### src/rtl/config_chain_loader_if.sv
// Word handshake between a bitstream source and config_chain_loader.
// The source drives data/valid; the loader answers with ready.
interface config_chain_loader_if #(
  parameter int WORD_WIDTH = 32
);
  logic [WORD_WIDTH-1:0] word_data;
  logic                  word_valid;
  logic                  word_ready;

  modport master (output word_data, output word_valid, input word_ready);
  modport slave  (input word_data, input word_valid, output word_ready);
endinterface

### src/rtl/config_chain_loader.sv
// Scan-chain front end: takes bitstream words and shifts them LSB-first into the
// fabric configuration chain, with a clear pulse ahead of every load.
module config_chain_loader #(
  parameter int WORD_WIDTH   = 32,
  parameter int CHAIN_LENGTH = 1024,
  parameter int CLEAR_CYCLES = 4
) (
  input  logic                   clock,
  input  logic                   reset,
  input  logic                   start,
  config_chain_loader_if.slave   word_if,
  output logic                   chain_data,
  output logic                   chain_enable,
  output logic                   chain_nreset,
  output logic                   busy,
  output logic                   done,
  output logic                   overrun
);

  localparam int BC_W = $clog2(CHAIN_LENGTH + 1);
  localparam int WB_W = $clog2(WORD_WIDTH);
  localparam int CC_W = (CLEAR_CYCLES > 1) ? $clog2(CLEAR_CYCLES) : 1;

  localparam logic [2:0] ST_IDLE  = 3'd0;
  localparam logic [2:0] ST_CLEAR = 3'd1;
  localparam logic [2:0] ST_WAIT  = 3'd2;
  localparam logic [2:0] ST_SHIFT = 3'd3;
  localparam logic [2:0] ST_DONE  = 3'd4;

  logic [2:0]            state_q,     state_d;
  logic [CC_W-1:0]       clr_cnt_q,   clr_cnt_d;
  logic [BC_W-1:0]       bit_count_q, bit_count_d;
  logic [WB_W-1:0]       word_bit_q,  word_bit_d;
  logic [WORD_WIDTH-1:0] shreg_q,     shreg_d;
  logic                  overrun_q,   overrun_d;

  // Next-state and datapath update for the load sequence.
  always_comb begin
    state_d     = state_q;
    clr_cnt_d   = clr_cnt_q;
    bit_count_d = bit_count_q;
    word_bit_d  = word_bit_q;
    shreg_d     = shreg_q;
    overrun_d   = overrun_q;
    case (state_q)
      ST_IDLE: begin
        if (start) begin
          state_d   = ST_CLEAR;
          clr_cnt_d = CC_W'(CLEAR_CYCLES - 1);
        end else begin
          state_d = ST_IDLE;
        end
      end
      ST_CLEAR: begin
        if (clr_cnt_q == {CC_W{1'b0}}) begin
          state_d     = ST_WAIT;
          bit_count_d = {BC_W{1'b0}};
        end else begin
          clr_cnt_d = clr_cnt_q - CC_W'(1);
        end
      end
      ST_WAIT: begin
        if (word_if.word_valid) begin
          state_d    = ST_SHIFT;
          shreg_d    = word_if.word_data;
          word_bit_d = {WB_W{1'b0}};
        end else begin
          state_d = ST_WAIT;
        end
      end
      ST_SHIFT: begin
        shreg_d     = {1'b0, shreg_q[WORD_WIDTH-1:1]};
        bit_count_d = bit_count_q + BC_W'(1);
        // word_bit is parked at zero on exit so it never wraps inside a load.
        if (bit_count_q == BC_W'(CHAIN_LENGTH - 1)) begin
          state_d    = ST_DONE;
          word_bit_d = {WB_W{1'b0}};
        end else if (word_bit_q == WB_W'(WORD_WIDTH - 1)) begin
          state_d    = ST_WAIT;
          word_bit_d = {WB_W{1'b0}};
        end else begin
          word_bit_d = word_bit_q + WB_W'(1);
        end
      end
      ST_DONE: begin
        if (start) begin
          state_d   = ST_CLEAR;
          clr_cnt_d = CC_W'(CLEAR_CYCLES - 1);
          overrun_d = 1'b0;
        end else if (word_if.word_valid) begin
          overrun_d = 1'b1;
        end else begin
          overrun_d = overrun_q;
        end
      end
      default: begin
        state_d = ST_IDLE;
      end
    endcase
  end

  // State and datapath registers with synchronous reset.
  always_ff @(posedge clock) begin
    if (reset) begin
      state_q     <= ST_IDLE;
      clr_cnt_q   <= {CC_W{1'b0}};
      bit_count_q <= {BC_W{1'b0}};
      word_bit_q  <= {WB_W{1'b0}};
      shreg_q     <= {WORD_WIDTH{1'b0}};
      overrun_q   <= 1'b0;
    end else begin
      state_q     <= state_d;
      clr_cnt_q   <= clr_cnt_d;
      bit_count_q <= bit_count_d;
      word_bit_q  <= word_bit_d;
      shreg_q     <= shreg_d;
      overrun_q   <= overrun_d;
    end
  end

  // Strobes decode from registered state only, so no input reaches an output.
  assign word_if.word_ready = (state_q == ST_WAIT);
  assign chain_enable       = (state_q == ST_SHIFT);
  assign chain_data         = (state_q == ST_SHIFT) & shreg_q[0];
  assign chain_nreset       = (state_q != ST_CLEAR);
  assign busy               = (state_q == ST_CLEAR) | (state_q == ST_WAIT) | (state_q == ST_SHIFT);
  assign done               = (state_q == ST_DONE);
  assign overrun            = overrun_q;

endmodule

### src/flat_wrapper.sv
// flat-port wrapper written by rule: the top's interface ports become plain ports
module config_chain_loader_flat 
#(
  parameter int WORD_WIDTH   = 32,
  parameter int CHAIN_LENGTH = 1024,
  parameter int CLEAR_CYCLES = 4
)
  (clock, reset, start, chain_data, chain_enable, chain_nreset, busy, done, overrun, word_if_word_data, word_if_word_valid, word_if_word_ready);
  config_chain_loader_if #(.WORD_WIDTH(WORD_WIDTH)) word_if_i ();
  input  logic clock;
  input  logic reset;
  input  logic start;
  output logic chain_data;
  output logic chain_enable;
  output logic chain_nreset;
  output logic busy;
  output logic done;
  output logic overrun;
  input wire logic [$bits(word_if_i.word_data)-1:0] word_if_word_data;
  input wire logic [$bits(word_if_i.word_valid)-1:0] word_if_word_valid;
  output wire logic [$bits(word_if_i.word_ready)-1:0] word_if_word_ready;
  assign word_if_i.word_data = word_if_word_data;
  assign word_if_i.word_valid = word_if_word_valid;
  assign word_if_word_ready = word_if_i.word_ready;
  config_chain_loader #(.WORD_WIDTH(WORD_WIDTH), .CHAIN_LENGTH(CHAIN_LENGTH), .CLEAR_CYCLES(CLEAR_CYCLES)) u_core (.clock(clock), .reset(reset), .start(start), .word_if(word_if_i), .chain_data(chain_data), .chain_enable(chain_enable), .chain_nreset(chain_nreset), .busy(busy), .done(done), .overrun(overrun));
endmodule
### config.mk
export PLATFORM = sky130hd
export DESIGN_NAME = config_chain_loader_flat
export DESIGN_NICKNAME = d
export VERILOG_FILES = /design/src/rtl/config_chain_loader_if.sv /design/src/rtl/config_chain_loader.sv /design/src/flat_wrapper.sv
export SDC_FILE = /design/constraint.sdc
export NUM_CORES = 1
export LEC_CHECK = 0
export ABC_AREA = 1
export CELL_PAD_IN_SITES_DETAIL_PLACEMENT = 0
export CELL_PAD_IN_SITES_GLOBAL_PLACEMENT = 1
export CORE_AREA = 2 2 85 87
export DETAILED_ROUTE_END_ITERATION = 10
export DIE_AREA = 0 0 87 89
export PLACE_DENSITY = 0.86
export SYNTH_ARGS = -nofsm -noshare
export SYNTH_HDL_FRONTEND = slang
export SYNTH_SLANG_ARGS = --single-unit
### constraint.sdc
create_clock -name clock -period 3.8 [get_ports clock]
set_input_delay 1.14 -clock clock [delete_from_list [all_inputs] [get_ports clock]]
set_output_delay 1.14 -clock clock [all_outputs]
set_load 0.02 [all_outputs]
Yosys cells after proc, flatten, opt, wreduce, memory -nomap -nowiden
Index checks and enable logic that the tools add are counted.
{"block": "classes", "addsub": 3, "eq_ne": 13, "mux": 20, "n_bitwise": 3, "reduce_logical": 12}
{"cell": "$pmux 32 s2", "n": 1}
{"cell": "$mux 32", "n": 1}
{"cell": "$pmux 11 s2", "n": 1}
{"cell": "$mux 5", "n": 3}
{"cell": "$pmux 3 s5", "n": 1}
{"cell": "$mux 3", "n": 4}
{"cell": "$add 11x1->11 const B", "n": 1}
{"cell": "$eq 11x10->1 const B", "n": 1}
{"cell": "$mux 11", "n": 1}
{"cell": "$pmux 5 s2", "n": 1}
{"cell": "$reduce_bool 2->1", "n": 4}
{"cell": "$eq 3x2->1 const B", "n": 2}
{"cell": "$ne 2x2->1 const B", "n": 3}
{"cell": "$ne 3x1->1 const B", "n": 2}
{"cell": "$reduce_and 2->1", "n": 3}
{"cell": "$reduce_and 3->1", "n": 2}
{"cell": "$add 5x1->5 const B", "n": 1}
{"cell": "$eq 5x5->1 const B", "n": 1}
{"cell": "$mux 1", "n": 4}
{"cell": "$mux 2", "n": 2}
{"cell": "$ne 2x1->1 const B", "n": 2}
{"cell": "$pmux 2 s2", "n": 1}
{"cell": "$eq 3x1->1 const B", "n": 1}
{"cell": "$eq 3x3->1 const B", "n": 1}
{"cell": "6 further kinds", "n": 7}
{"block": "word_totals", "ff_bits": 54}

Depth between registers and ports, before layout
Gate-level depths: netlist of the first run.
{"block": "depth", "ltp_word": 4, "ltp_mapped": 9}

Worst setup path after synthesis of the first run
No wires, ideal clock.
{"block": "synth_path", "kind": "reg-to-output", "from": "reg u_core.state_q[0]", "to": "out chain_data", "arrival_time_ns": 1.040, "slack_ns": 1.620, "stages_incl_launch_ff": 6, "n_path_buf": 1, "cell_sequence": "dfxtp_1 > inv_2 > nor2_2 > nand2_2 > clkbuf_1 > nor2_1"}
{"block": "synth_between", "elab_chain_cells": 2}
{"item": "from (decl)", "line_no": "config_chain_loader.sv:30", "text": "logic [2:0] state_q, state_d;"}
{"item": "from (signal assigned)", "line_no": "config_chain_loader.sv:112", "text": "state_q <= state_d;"}
{"item": "$eq 3x2->1", "line_no": "config_chain_loader.sv:124", "text": "assign chain_data = (state_q == ST_SHIFT) & shreg_q[0];"}
{"item": "$and 1x1->1", "line_no": "config_chain_loader.sv:124"}
{"item": "to (decl)", "line_no": "flat_wrapper.sv:13", "text": "output logic chain_data;"}
Every way passes these cells.

Final worst setup path of the first run
{"block": "layout_path", "from": "reg u_core.state_q[2]", "to": "out chain_nreset"}
{"block": "layout_between", "elab_chain_cells": 1}
{"item": "$ne 3x1->1", "line_no": "config_chain_loader.sv:125", "text": "assign chain_nreset = (state_q != ST_CLEAR);"}
{"item": "to (decl)", "line_no": "flat_wrapper.sv:15", "text": "output logic chain_nreset;"}
Every way passes these cells.

==> flow_metrics.tcl, run 1 <==
set metrics [dict create \
    status "complete, no violations" \
    multi_input_area_sq_um 1320 \
    drc 0 \
    firstDrtPassIters 4 \
    clk_pin_slew_ps 100 \
    ys.flop_type "dfxtp_1" \
    max_freq_mhz 346 \
    dieWidth_microns 87 \
    comb_power_share_pct 33.3 \
    finalSetupViolCount 0 \
    yosys.area.top_type "dfxtp_1" \
    dp_hpwl_mm 3.96 \
    total_power_w 0.00165 \
    synth_most_common_cell "nand2_1" \
    drive_above_1_share_pct 5.68 \
    worstPathCellList "inv_1 -> nand2_2 -> nor2_1 -> inv_1 -> clkdlybuf4s50_1" \
    hp-class "register to register" \
    grt_pass1_vias 2372 \
    drtIter0Drc 81 \
    netlist_instances 405 \
    cpLargestDelayFamily "buffers and inverters" \
    slew_headroom_pct 47.1 \
    ant_nets 0 \
    synth-async-reset-ratio_pct 0 \
    chipHeight_microns 89 \
    post_drt_wl_per_cell_microns 11.3 \
    cts_setup_buffers 0 \
    tightest_slew_ps 793 \
    floorplan.initialDensity_pct 39.8 \
    vdd_drop_max_uv 242 \
    syn_nets 445 \
    synth-edff-count 0 \
    p_int_w 0.00106 \
    fin_crit_sh_pct 76.1 \
    switching_share_pct 36.1 \
    synth-seq-area-share_pct 40.4 \
    routed_wl_mm 5.88 \
    period_needed_ps 2890 \
    max_stage_delay_ps 630 \
    antenna_found_initial 0 \
    grtUsageTotal_pct 16.5 \
    synth_top_area_share_pct 40.4 \
    cts_root_buf "clkbuf_8" \
    crit_required_ps 2660 \
    core_sq_um 6720 \
    finalMaxSlewViolations 0 \
    cts_sinks 54 \
    cts-htree-levels 2 \
    area_delta_synth_final_pct 20.5 \
    ys_ff_latch 54 \
    synth_area_sq_um 2680 \
    cap_violations 0 \
    cts_buffers 5 \
    num_antenna_cells 0 \
    cp-start-kind "register" \
    seqCellArea_sq_um 1080 \
    io_pins 43 \
    end_kind "output port" \
    dr_total_vias 2509 \
    holdCritStartpoint "u_core.shreg_q[29]" \
    timing.rr.start "u_core.state_q[2]" \
    cts.path.max_buffers 2 \
    power_frac_seq_pct 45.1 \
    switching_power_w 0.000596 \
    synth.avg_cell_area_sq_um 6.61 \
    r2r_cells 7 \
    num-nets-final 479 \
    timing.setup.tns_ps 0 \
    post_cts_resized 0 \
    r2r_slack_ps 1500 \
    clock_skew_ps 6.60 \
    critPathArrivalTime_ps 1750 \
    synth_warnings 0 \
    path_buf_inv 3 \
    power_density_nw_per_um2 512 \
    holdPathStages 2 \
    yosysUniqueCellTypes 26 \
    clock_power_share_pct 21.6 \
    rows 30 \
    leakage_nw 1.34 \
    reg2reg_to "u_core.shreg_q[1]" \
    synth.area.top_cells "dfxtp_1 (40%), nand2_1 (15%), o21ai_0 (8.0%)" \
    min_to "u_core.shreg_q[29]" \
    rsz0062_at_grt "false" \
    crit_path_top_delay_cell "clkdlybuf4s50_1" \
    die-area_sq_um 7740 \
    cts_tree "yes" \
    worst_path_most_repeated_cell "inv_1" \
    viasPerCell 4.83 \
    critPathMaxFanout 4 \
    gp_congestion 0.788 \
    worstSkewPairLatency_ps 310 \
    grt_max_degree 52 \
    portBuffers 42 \
    grt_overflow 0 \
    holdBufCountCts 0 \
    grt_pass1_wl_mm 10.3 \
    synthTopCellsByCount "nand2_1 (108), dfxtp_1 (54), nor2_1 (47)" \
    timing_worst_setup_path_type "register to output port" \
    hold_viol_final 0 \
    nFillCells 708 \
]
how the worst max path moves through the flow:
stage                                  start                   end  slack, ps  depth (start not counted)
after floorplan            u_core.state_q[0]            chain_data       1620                          5
after global placement    word_if_word_valid     u_core.shreg_q[1]        810                          6
after detailed placement  word_if_word_valid  u_core.word_bit_q[0]        790                          6
after CTS                  u_core.state_q[2]          chain_nreset        890                          5
after global routing       u_core.state_q[2]          chain_nreset        800                          5
final                      u_core.state_q[2]          chain_nreset        910                          5
cell usage in the layout, fill, tap and decap left out, types with 7 or more instances in the layout:
master / netlist / routed
a21oi_1: 34 / 34
clkbuf_8: 0 / 7
clkdlybuf4s50_1: 0 / 42
dfxtp_1: 54 / 54
inv_1: 41 / 41
nand2_1: 108 / 108
nand3_1: 16 / 16
nor2_1: 47 / 47
o21ai_0: 43 / 43
o21ai_1: 15 / 15
metrics by stage:
stage	util, %	hold WS [ps]	setup WS [ps]	instances	cell area (sq um)
finish	48.0	450	907	520	3220
global route	48.0	467	802	520	3220
CTS	48.0	454	891	520	3220
detailed placement	46.4	439	786	512	3120
global placement	46.4	435	808	512	3120
floorplan	-	425	1620	405	2680
cells by family (layout without fill, tap and decap cells):
group	Yosys count	in the layout	share of synthesized area, %
and+or+nand+nor	185	185	28.4
AOI/OAI and AO/OA	96	96	18.4
buffers and inverters	64	99	10.3
DFF	54	54	40.4
adders and majority gates	4	4	1.87
xor gates and xnor gates	2	2	0.655
power groups by stage:
| stage | clock network, W | logic [W] | registers [W] |
|---|---|---|---|
| after global routing | 0.000387 | 0.000637 | 0.000759 |
| after CTS | 0.000370 | 0.000559 | 0.000746 |
| after global placement | 0 | 0.000547 | 0.000755 |
| after detailed placement | 0 | 0.000555 | 0.000758 |
| final | 0.000357 | 0.000551 | 0.000745 |
| after floorplan | 0 | 0.000424 | 0.000744 |
flip-flops by register name, summed over array words and instances (netlist names):
register,count
u_core.bit_count_q,11
u_core.clr_cnt_q,2
u_core.overrun,1
u_core.shreg_q,32
u_core.state_q,3
u_core.word_bit_q,5
tightest hold or removal path, cell delays in order, from the launching register on:
cell	delay, ps
dfxtp_1	310
inv_1	50
a21oi_1	50
cell type report:
class | count | area share, %
clock buffers | 7 | 2.99
repair buffers | 46 | 14.0
flip-flops and latches | 54 | 33.5
well taps | 80 | 3.10
multi-input cells | 287 | 40.9
inverters | 45 | 5.24
clock inverters | 1 | 0.272
metal layers:
layer / up-vias / share of wire (%) / GRT usage [%] / wire, microns
met5: - / 0 / 0 / 0
met4: 0 / 0.97 / 4.69 / 57
met3: 5 / 3.5 / 3.05 / 205
met2: 43 / 46 / 30.3 / 2720
met1: 1105 / 49 / 19.6 / 2900
li1: 1356 / - / - / -
(Power assumes the default switching activity.)
==> run 2: changes to the inputs <==
Settings changed: CORE_AREA 2 2 85 87 to 2 2 92 94, DIE_AREA 0 0 87 89 to 0 0 94 96, PLACE_DENSITY 0.86 to 0.78.
Clock period 3.8 ns to 2.45 ns, I/O delays scaled along.
==> run 2 against run 1 <==
Compared with the run above:
- sequential cell count stayed put
- cell count grew 5.0%
- first-iteration DRC count shrank 11%
- non-clock buffer count rose by 1
- global-route usage decreased by 2.6 points
- routed wire length is 2.9% higher
- critical path type unchanged
- largest cell class unchanged
- largest power group unchanged
- highest routed layer unchanged
==> flow_metrics.tcl, run 2 (same netlist as run 1, synthesis figures left out) <==
set metrics [dict create \
    reg_top3 "u_core.shreg_q (32), u_core.bit_count_q (11), u_core.word_bit_q (5)" \
    clk_pin_slew_ps 90 \
    wirelength_met1_mm 3.02 \
    drc 0 \
    tightest_slew_ps 804 \
    max_freq_mhz 427 \
    critPathArrivalTime_ps 1610 \
    end_kind "output port" \
    hold_viol_final 0 \
    cts_sinks 54 \
    vdd_drop_max_uv 274 \
    nFillCells 894 \
    drive_above_1_share_pct 5.90 \
    worstSkewPairLatency_ps 310 \
    grt_max_degree 52 \
    cts_setup_buffers 0 \
    cts_tree "yes" \
    finalSetupViolCount 0 \
    num_antenna_cells 0 \
    post_drt_wl_per_cell_microns 11.1 \
    cts_buffers 5 \
    dieWidth_microns 94 \
    critPathMaxFanout 4 \
    leakage_nw 1.37 \
    timing.setup.tns_ps 0 \
    final_common_cell "nand2_1" \
    ant_nets 0 \
    cp-start-kind "register" \
    grt_pass1_wl_mm 10.1 \
    portBuffers 42 \
    routed_wl_mm 6.05 \
    top_register "u_core.shreg_q" \
    layout.cells.most_common_list "nand2_1 (108), dfxtp_1 (53), nor2_1 (47)" \
    chipHeight_microns 96 \
    dr_wl_met3_microns 231 \
    dr_total_vias 2497 \
    period_needed_ps 2340 \
    core_sq_um 8050 \
    wl_met2_mm 2.74 \
    cap_violations 0 \
    cts-htree-levels 2 \
    placed_area_sq_um 3170 \
    final_cell_area_sq_um 3280 \
    io_pins 43 \
    grtUsageTotal_pct 13.9 \
    gp_congestion 0.753 \
    fin_crit_sh_pct 95.5 \
    status "complete, no violations" \
    dr.max_layer_used "met4" \
    dp_hpwl_mm 4.05 \
    drtIter0Drc 72 \
    viasPerCell 4.57 \
    floorplan.initialDensity_pct 33.2 \
    antenna_found_initial 0 \
    slew_headroom_pct 46.4 \
    firstDrtPassIters 4 \
    timing_worst_setup_path_type "register to output port" \
    rsz0062_at_grt "false" \
    num-nets-final 480 \
    grt_overflow 0 \
    grt_pass1_vias 2265 \
    die-area_sq_um 9020 \
    clock_skew_ps 5.63 \
    crit_required_ps 1710 \
    finalMaxSlewViolations 0 \
    largest_reg_flops 32 \
    cts_root_buf "clkbuf_8" \
    cts.path.max_buffers 2 \
    rows 33 \
    area_delta_synth_final_pct 22.6 \
    power_density_nw_per_um2 798 \
    hp-class "register to register" \
]
-- run 2: cell types whose count changed in the layout (fill, tap and decap cells not counted), sizes merged --
| cell | previous run | this run |
|---|---|---|
| clkbuf | 7 | 6 |
| dlygate4sd2 | 0 | 2 |
| buf | 4 | 5 |
| clkdlybuf4s50 | 42 | 39 |
| bufinv | 0 | 1 |
| dlymetal6s2s | 0 | 1 |
| clkinvlp | 0 | 1 |
| clkinv | 1 | 0 |
-- run 2: cell type report --
class / instances / area (sq um) / share of cell area (%)
clock buffers: 6 / 72.6 / 2.21
repair buffers: 47 / 470 / 14.3
flip-flops and latches: 54 / 1080 / 33.0
well taps: 105 / 131 / 4.00
clock inverters: 2 / 37.5 / 1.14
multi-input cells: 287 / 1320 / 40.2
inverters: 45 / 169 / 5.15
-- run 2: final timing paths --
check	startpoint	end	slack [ps]	depth (start not counted)
max	u_core.state_q[2]	word_if_word_ready	110	4
min	u_core.overrun	u_core.overrun	450	2
max reg2reg	u_core.state_q[2]	u_core.word_bit_q[0]	390	7
min reg2reg	u_core.overrun	u_core.overrun	450	2
-- run 2: power by group --
group | switching [W] | leakage (nW) | internal (W) | total, W
Sequential | 0.0000883 | 0.440 | 0.00107 | 0.00116
Combinational | 0.000545 | 0.882 | 0.000315 | 0.000860
Clock | 0.000295 | 0.0514 | 0.000305 | 0.000601
Total | 0.000929 | 1.37 | 0.00169 | 0.00262
-- run 2: critical path, stage by stage (launching register included) --
cell and delay (ps):
dfxtp_1 360, inv_1 120, nand3_1 100, inv_1 100, clkdlybuf4s50_1 620
-- run 2: metal layers --
layer	up-vias	track usage, %
li1	1359	-
met1	1097	17.8
met2	36	23.8
met3	5	2.82
met4	0	3.99
met5	-	0
-- run 2: per-stage QoR --
stage / utilization, % / cells / hold slack [ps] / power, W / setup slack, ps
3_3_place_gp: 39.4 / 538 / 432 / 0.00204 / 76.9
4_1_cts: 40.7 / 546 / 450 / 0.00266 / 5.27
5_1_grt: 40.8 / 546 / 476 / 0.00283 / 8.19
2_1_floorplan: - / 405 / 425 / 0.00181 / 675
3_5_place_dp: 39.4 / 538 / 435 / 0.00206 / 34.8
6_report: 40.8 / 546 / 449 / 0.00262 / 110
-- run 2: what timing repair did --
| action | in CTS | in global routing |
|---|---|---|
| hold buffers | 0 | 0 |
| endpoints found under the hold margin | 0 | 0 |
| gates resized for setup | 2 | 2 |
| endpoints found under the setup margin | 2 | 2 |
